--- src/rtl/led_pattern_engine_if.sv ---
// led_pattern_engine_if
//   Board-side bundle for the LED pattern engine: switch/button inputs and
//   the LED/mode outputs. Clock and reset are kept as plain module ports.
//   master : drives i_sw/i_btn, observes the outputs (board top / bench)
//   slave  : the pattern engine itself
//   i_sw    [NB_SW]   [0] enable, [2:1] rate, [3] rotate direction
//   i_btn   [NB_SW]   [0] mode, [1] red, [2] green, [3] blue (asynchronous)
//   o_led   [N_LEDS]  current pattern
//   o_led_r/g/b       pattern gated by the selected colour
//   o_mode  [2]       0 ROTATE, 1 FLASH, 2 BOUNCE
interface led_pattern_engine_if #(
  parameter int N_LEDS = 4,
  parameter int NB_SW  = 4
);
  logic [NB_SW-1:0]  i_sw;
  logic [NB_SW-1:0]  i_btn;
  logic [N_LEDS-1:0] o_led;
  logic [N_LEDS-1:0] o_led_r;
  logic [N_LEDS-1:0] o_led_g;
  logic [N_LEDS-1:0] o_led_b;
  logic [1:0]        o_mode;

  modport master (
    output i_sw, i_btn,
    input  o_led, o_led_r, o_led_g, o_led_b, o_mode
  );

  modport slave (
    input  i_sw, i_btn,
    output o_led, o_led_r, o_led_g, o_led_b, o_mode
  );
endinterface

--- src/rtl/led_pattern_engine.sv ---
// led_pattern_engine
//   N-wide LED pattern generator with rotate / flash / bounce modes, four
//   selectable tick rates and a colour select that steers the pattern onto
//   one of three RGB banks.
//   clock   : system clock
//   i_reset : asynchronous, active-low reset
//   bus     : slave side of led_pattern_engine_if (switches, buttons, LEDs,
//             mode)
module led_pattern_engine #(
  parameter int N_LEDS   = 4,
  parameter int NB_COUNT = 11,
  parameter int NB_SW    = 4,
  parameter int R0_LIMIT = 255,
  parameter int R1_LIMIT = 511,
  parameter int R2_LIMIT = 1023,
  parameter int R3_LIMIT = 2047
) (
  input  logic                  clock,
  input  logic                  i_reset,
  led_pattern_engine_if.slave   bus
);

  localparam logic [1:0] MODE_ROTATE = 2'd0;
  localparam logic [1:0] MODE_FLASH  = 2'd1;
  localparam logic [1:0] MODE_BOUNCE = 2'd2;

  localparam logic [1:0] COL_RED   = 2'd0;
  localparam logic [1:0] COL_GREEN = 2'd1;
  localparam logic [1:0] COL_BLUE  = 2'd2;

  localparam logic DIR_UP   = 1'b0;
  localparam logic DIR_DOWN = 1'b1;

  localparam logic [N_LEDS-1:0] PAT_ONE = {{(N_LEDS-1){1'b0}}, 1'b1};

  // ---------------------------------------------------------------------
  // Button synchroniser + rising-edge detector, one chain per button.
  // ---------------------------------------------------------------------
  logic [NB_SW-1:0] btn_meta_reg;
  logic [NB_SW-1:0] btn_sync_reg;
  logic [NB_SW-1:0] btn_last_reg;
  logic [NB_SW-1:0] btn_pulse;

  genvar gi;
  generate
    for (gi = 0; gi < NB_SW; gi++) begin : g_btn
      always_ff @(posedge clock or negedge i_reset) begin
        if (!i_reset) begin
          btn_meta_reg[gi] <= 1'b0;
          btn_sync_reg[gi] <= 1'b0;
          btn_last_reg[gi] <= 1'b0;
        end else begin
          btn_meta_reg[gi] <= bus.i_btn[gi];
          btn_sync_reg[gi] <= btn_meta_reg[gi];
          btn_last_reg[gi] <= btn_sync_reg[gi];
        end
      end
      assign btn_pulse[gi] = btn_sync_reg[gi] & ~btn_last_reg[gi];
    end
  endgenerate

  // ---------------------------------------------------------------------
  // State
  // ---------------------------------------------------------------------
  logic [NB_COUNT-1:0] count_reg,   count_next;
  logic [N_LEDS-1:0]   pattern_reg, pattern_next;
  logic [1:0]          mode_reg,    mode_next;
  logic [1:0]          colour_reg,  colour_next;
  logic                dir_reg,     dir_next;

  logic [NB_COUNT-1:0] limit;
  logic                tick;

  always_comb begin
    case (bus.i_sw[2:1])
      2'd0:    limit = NB_COUNT'(R0_LIMIT);
      2'd1:    limit = NB_COUNT'(R1_LIMIT);
      2'd2:    limit = NB_COUNT'(R2_LIMIT);
      default: limit = NB_COUNT'(R3_LIMIT);
    endcase
  end

  // >= rather than == so that dropping to a faster rate mid-count ticks
  // immediately instead of running on to the counter wrap.
  assign tick = (count_reg >= limit) && bus.i_sw[0];

  always_comb begin
    count_next   = count_reg;
    pattern_next = pattern_reg;
    mode_next    = mode_reg;
    dir_next     = dir_reg;
    colour_next  = colour_reg;

    if (btn_pulse[0]) begin
      // A mode change discards any tick coinciding with it.
      count_next = '0;
      dir_next   = DIR_UP;
      case (mode_reg)
        MODE_ROTATE: begin
          mode_next    = MODE_FLASH;
          pattern_next = '1;
        end
        MODE_FLASH: begin
          mode_next    = MODE_BOUNCE;
          pattern_next = PAT_ONE;
        end
        default: begin
          mode_next    = MODE_ROTATE;
          pattern_next = PAT_ONE;
        end
      endcase
    end else if (bus.i_sw[0]) begin
      if (tick) begin
        count_next = '0;
        case (mode_reg)
          MODE_ROTATE: begin
            if (bus.i_sw[3])
              pattern_next = {pattern_reg[0], pattern_reg[N_LEDS-1:1]};
            else
              pattern_next = {pattern_reg[N_LEDS-2:0], pattern_reg[N_LEDS-1]};
          end
          MODE_FLASH: begin
            pattern_next = ~pattern_reg;
          end
          default: begin
            // Bounce reverses on reaching either end, so each end LED is
            // lit for a single tick.
            if (dir_reg == DIR_UP) begin
              if (pattern_reg[N_LEDS-1]) begin
                dir_next     = DIR_DOWN;
                pattern_next = pattern_reg >> 1;
              end else begin
                pattern_next = pattern_reg << 1;
              end
            end else begin
              if (pattern_reg[0]) begin
                dir_next     = DIR_UP;
                pattern_next = pattern_reg << 1;
              end else begin
                pattern_next = pattern_reg >> 1;
              end
            end
          end
        endcase
      end else begin
        count_next = count_reg + NB_COUNT'(1);
      end
    end

    if (btn_pulse[3])
      colour_next = COL_BLUE;
    else if (btn_pulse[2])
      colour_next = COL_GREEN;
    else if (btn_pulse[1])
      colour_next = COL_RED;
  end

  always_ff @(posedge clock or negedge i_reset) begin
    if (!i_reset) begin
      count_reg   <= '0;
      pattern_reg <= PAT_ONE;
      mode_reg    <= MODE_ROTATE;
      colour_reg  <= COL_RED;
      dir_reg     <= DIR_UP;
    end else begin
      count_reg   <= count_next;
      pattern_reg <= pattern_next;
      mode_reg    <= mode_next;
      colour_reg  <= colour_next;
      dir_reg     <= dir_next;
    end
  end

  // ---------------------------------------------------------------------
  // Outputs
  // ---------------------------------------------------------------------
  assign bus.o_led  = pattern_reg;
  assign bus.o_mode = mode_reg;

  generate
    for (gi = 0; gi < N_LEDS; gi++) begin : g_rgb
      assign bus.o_led_r[gi] = pattern_reg[gi] & (colour_reg == COL_RED);
      assign bus.o_led_g[gi] = pattern_reg[gi] & (colour_reg == COL_GREEN);
      assign bus.o_led_b[gi] = pattern_reg[gi] & (colour_reg == COL_BLUE);
    end
  endgenerate

endmodule

--- src/flat_wrapper.sv ---
// flat-port wrapper written by rule: the top's interface ports become plain ports
module led_pattern_engine_flat 
#(
  parameter int N_LEDS   = 4,
  parameter int NB_COUNT = 11,
  parameter int NB_SW    = 4,
  parameter int R0_LIMIT = 255,
  parameter int R1_LIMIT = 511,
  parameter int R2_LIMIT = 1023,
  parameter int R3_LIMIT = 2047
)
  (clock, i_reset, bus_i_sw, bus_i_btn, bus_o_led, bus_o_led_r, bus_o_led_g, bus_o_led_b, bus_o_mode);
  led_pattern_engine_if #(.N_LEDS(N_LEDS), .NB_SW(NB_SW)) bus_i ();
  input  logic clock;
  input  logic i_reset;
  input wire logic [$bits(bus_i.i_sw)-1:0] bus_i_sw;
  input wire logic [$bits(bus_i.i_btn)-1:0] bus_i_btn;
  output wire logic [$bits(bus_i.o_led)-1:0] bus_o_led;
  output wire logic [$bits(bus_i.o_led_r)-1:0] bus_o_led_r;
  output wire logic [$bits(bus_i.o_led_g)-1:0] bus_o_led_g;
  output wire logic [$bits(bus_i.o_led_b)-1:0] bus_o_led_b;
  output wire logic [$bits(bus_i.o_mode)-1:0] bus_o_mode;
  assign bus_i.i_sw = bus_i_sw;
  assign bus_i.i_btn = bus_i_btn;
  assign bus_o_led = bus_i.o_led;
  assign bus_o_led_r = bus_i.o_led_r;
  assign bus_o_led_g = bus_i.o_led_g;
  assign bus_o_led_b = bus_i.o_led_b;
  assign bus_o_mode = bus_i.o_mode;
  led_pattern_engine #(.N_LEDS(N_LEDS), .NB_COUNT(NB_COUNT), .NB_SW(NB_SW), .R0_LIMIT(R0_LIMIT), .R1_LIMIT(R1_LIMIT), .R2_LIMIT(R2_LIMIT), .R3_LIMIT(R3_LIMIT)) u_core (.clock(clock), .i_reset(i_reset), .bus(bus_i));
endmodule
--- config.mk ---
export PLATFORM = sky130hd
export DESIGN_NAME = led_pattern_engine_flat
export DESIGN_NICKNAME = d
export VERILOG_FILES = /design/src/rtl/led_pattern_engine_if.sv /design/src/rtl/led_pattern_engine.sv /design/src/flat_wrapper.sv
export SDC_FILE = /design/constraint.sdc
export NUM_CORES = 1
export LEC_CHECK = 0
export ABC_AREA = 0
export BUFFER_PORTS_ARGS = -buffer_cell sky130_fd_sc_hd__buf_2
export CAP_MARGIN = 20
export CORE_ASPECT_RATIO = 0.7
export CORE_UTILIZATION = 57
export CTS_BUF_LIST = sky130_fd_sc_hd__clkbuf_4 sky130_fd_sc_hd__clkbuf_8
export DETAILED_ROUTE_END_ITERATION = 10
export GPL_TIMING_DRIVEN = 0
export HOLD_SLACK_MARGIN = 0.15
export PLACE_DENSITY = 0.81
export SYNTH_ARGS = -nofsm -noshare
export SYNTH_HDL_FRONTEND = slang
export SYNTH_SLANG_ARGS = --single-unit
--- constraint.sdc ---
create_clock -name clock -period 2.54 [get_ports clock]
set_input_delay 0.254 -clock clock [delete_from_list [all_inputs] [get_ports clock]]
set_output_delay 0.254 -clock clock [all_outputs]
set_load 0.05 [all_outputs]
==> run summary <==
M3 GR Usage - 0.0667
Post-synth ARST share - 1.00
min-delay worst type - input pin to flip-flop
final-report max-slew violation count - 0
Crit. End Element - flip-flop
routing usage on met2 - 0.422
Synth Area per Inst - 9.59 um^2
Buffers on Ports - 27
cell with the most instances after synthesis - dfrtp_1
Setup crit start kind - flip-flop
WL per Instance - 14.5 um
Yosys Warn Count - 0
maxcap violations - 0
share of cells above drive strength 1 - 0.223
Reg area - 802 um^2
register area share after synthesis - 0.464
cell total after placement - 243
Top FF cell, synth - dfrtp_1
DR DRC count - 0
reported net switching power - 0.000846 W
Final period util - 0.874
most frequent cells after synthesis - dfrtp_1, o21ai_0, nand2_1, and2_1, a21oi_1
nets - 233
Reg2Reg Depth - 6
Final Non-Filler Cells - 256
root buffer cell - clkbuf_8
Core ar. - 2840 um^2
Netlist cell types - 47
fillers - 216
detailed placement HPWL - 2.66 mm
drt pass-1 iters - 4
first-pass GRT wire length - 5.88 mm
area occupied by multi-input gates - 853 um^2
GRT Residual Overflow - 0
Max-slew headroom - 0.542
GP Congestion - 0.891
WP data arrival - 2.38 ns
Max Clock Freq - 450 MHz
CTS tree - yes
Worst EP required - 2.70 ns
number of I/O pins - 28
max reg flops - 11
post-route ant nets - 0
Cell Pwr Density - 963 nW/um^2
ranking of synthesized cells by area - dfrtp_1, o21ai_0, and2_1
Max clock buf depth - 2
number of synthesized flops with an enable pin - 0
TritonCTS Buffers - 5
final instance area - 2070 um^2
Die X-Extent - 67.8 um
Mapped Cells - 180
total nets after synthesis - 194
floorplan row count - 16
DP Area - 1910 um^2
Synth area leader - dfrtp_1
RSZ-0062 raised after global routing - false
Cell Area, Synth - 1730 um^2
switching fraction of total power - 0.425
worst hold stages - 3
Initial Util - 0.607
Slew @ Worst Pin - 0.688 ns
Die Area - 3260 um^2
Vias/cell - 5.94
cell-internal power - 0.00115 W
largest net degree at the start of global routing - 33
setup total negative slack - 0 ns
fin crit period - 2.22 ns
die height - 48.1 um
routed wire length - 3.72 mm
initial antenna violation count - 0
via count - 1520
# diodes - 0
Worst-path clk slew - 0.06 ns
status - complete, no violations
synth-to-layout area growth - 19.8%
H-tree Lvls - 2
vias in the first global route - 1316
endpoints failing setup - 0
busiest grt layer - met2
Max IR drop VDD - 0.000510 V
share of the synthesized area in the top cell type - 0.449
worst hold slack - 0.281 ns
Sequential Power Share - 0.329
Clk pwr share - 0.243
combinational power share - 0.428
GRT Util Overall - 0.256
detailed router's first-iteration violation count - 143
Worst-Skew Late Latency - 0.28 ns
critical path class - flip-flop to flip-flop
Clock Skews - 0.00308 ns
leakage - 1.00 nW
Max FO, Critical Path - 6
flop and latch count out of synthesis - 32
met1 Track Usage GR - 0.335
clk sinks - 32
Post-CTS Setup Repair Bufs - 0
Hold Fails Final Rpt - 0
cell usage in the layout (no fill, tap or decap), drive strengths merged, types with 2 or more instances in the layout:
master       synthesis  final
a211oi               2      2
a21o                 7      7
a21oi                9      9
and2                12     12
and3                 4      4
buf                  3     30
clkbuf               7     13
dfrtp               31     31
dlygate4sd3          0      5
ha                   4      4
inv                  6      6
mux2                 4      4
nand2               13     13
nand2b               6      6
nand3                9      9
nor2                 9      9
nor2b                4      4
nor3                 2      2
nor4                 2      2
nor4b                4      4
o21ai               22     22
or4                  3      3
what timing repair did:
action,in CTS,in global routing
hold endpoints to repair,35,0
resized for setup,0,0
hold buffers,5,0
path summary, 6_finish.rpt:
check,start,end,slack (ns)
worst min-delay path,bus_i_sw[0],u_core.dir_reg$_DFFE_PN0P_,0.28
worst min register to register,u_core.btn_meta_reg[0]$_DFF_PN0_,u_core.btn_sync_reg[0]$_DFF_PN0_,0.36
max in group asynchronous,i_reset,u_core.colour_reg[1]$_DFFE_PN0P_,1.55
min in group asynchronous,i_reset,u_core.bus.o_led[3]$_DFFE_PN0P_,0.54
worst max-delay path,u_core.count_reg[9]$_DFFE_PN0P_,u_core.bus.o_led[1]$_DFFE_PN0P_,0.32
worst max register to register,u_core.count_reg[9]$_DFFE_PN0P_,u_core.bus.o_led[1]$_DFFE_PN0P_,0.32
power by group through the flow:
stage | Combinational, W | Clock (W) | Sequential (W)
2_1_floorplan | 0.000511 | 0 | 0.000796
3_3_place_gp | 0.000815 | 0 | 0.000654
3_5_place_dp | 0.000839 | 0 | 0.000661
4_1_cts | 0.000847 | 0.000493 | 0.000655
5_1_grt | 0.000914 | 0.000516 | 0.000668
6_report | 0.000853 | 0.000483 | 0.000656
area by class of cell:
type / count / share of cell area
inverter: 6 / 0.0109
timing repair buffer: 32 / 0.0895
clock buffer: 6 / 0.0369
sequential: 32 / 0.388
multi-input combinational: 132 / 0.413
buffer: 10 / 0.0236
tap: 36 / 0.0218
clock inverter: 2 / 0.0169
worst max-delay path: stages (launching register included):
cell	delay, ns
dfrtp_1	0.42
ha_1	0.35
a21o_1	0.21
a211o_1	0.33
nor2_2	0.27
nor2_1	0.16
mux2_1	0.35
routing by layer:
metal / wire, um / up-vias / share of wire
li1: - / 727 / -
met1: 1670 / 726 / 0.45
met2: 1760 / 62 / 0.47
met5: 0 / - / 0
met3: 232 / 5 / 0.062
met4: 47 / 0 / 0.013
through the flow:
step | setup WS (ns) | utilization | power, W
3_3_place_gp | 0.392 | 0.671 | 0.00147
5_1_grt | 0.259 | 0.728 | 0.00210
4_1_cts | 0.347 | 0.728 | 0.00199
6_report | 0.320 | 0.728 | 0.00199
3_5_place_dp | 0.363 | 0.671 | 0.00150
2_1_floorplan | 0.606 | - | 0.00131
cells by family after synthesis:
logic type	count (synthesis)	synth area share
compound gates	52	0.190
buf+inv	16	0.0413
simple gates	71	0.243
flops	32	0.464
fa+ha+maj	4	0.0290
mux	5	0.0319
Power figures use the tool's default switching activity.
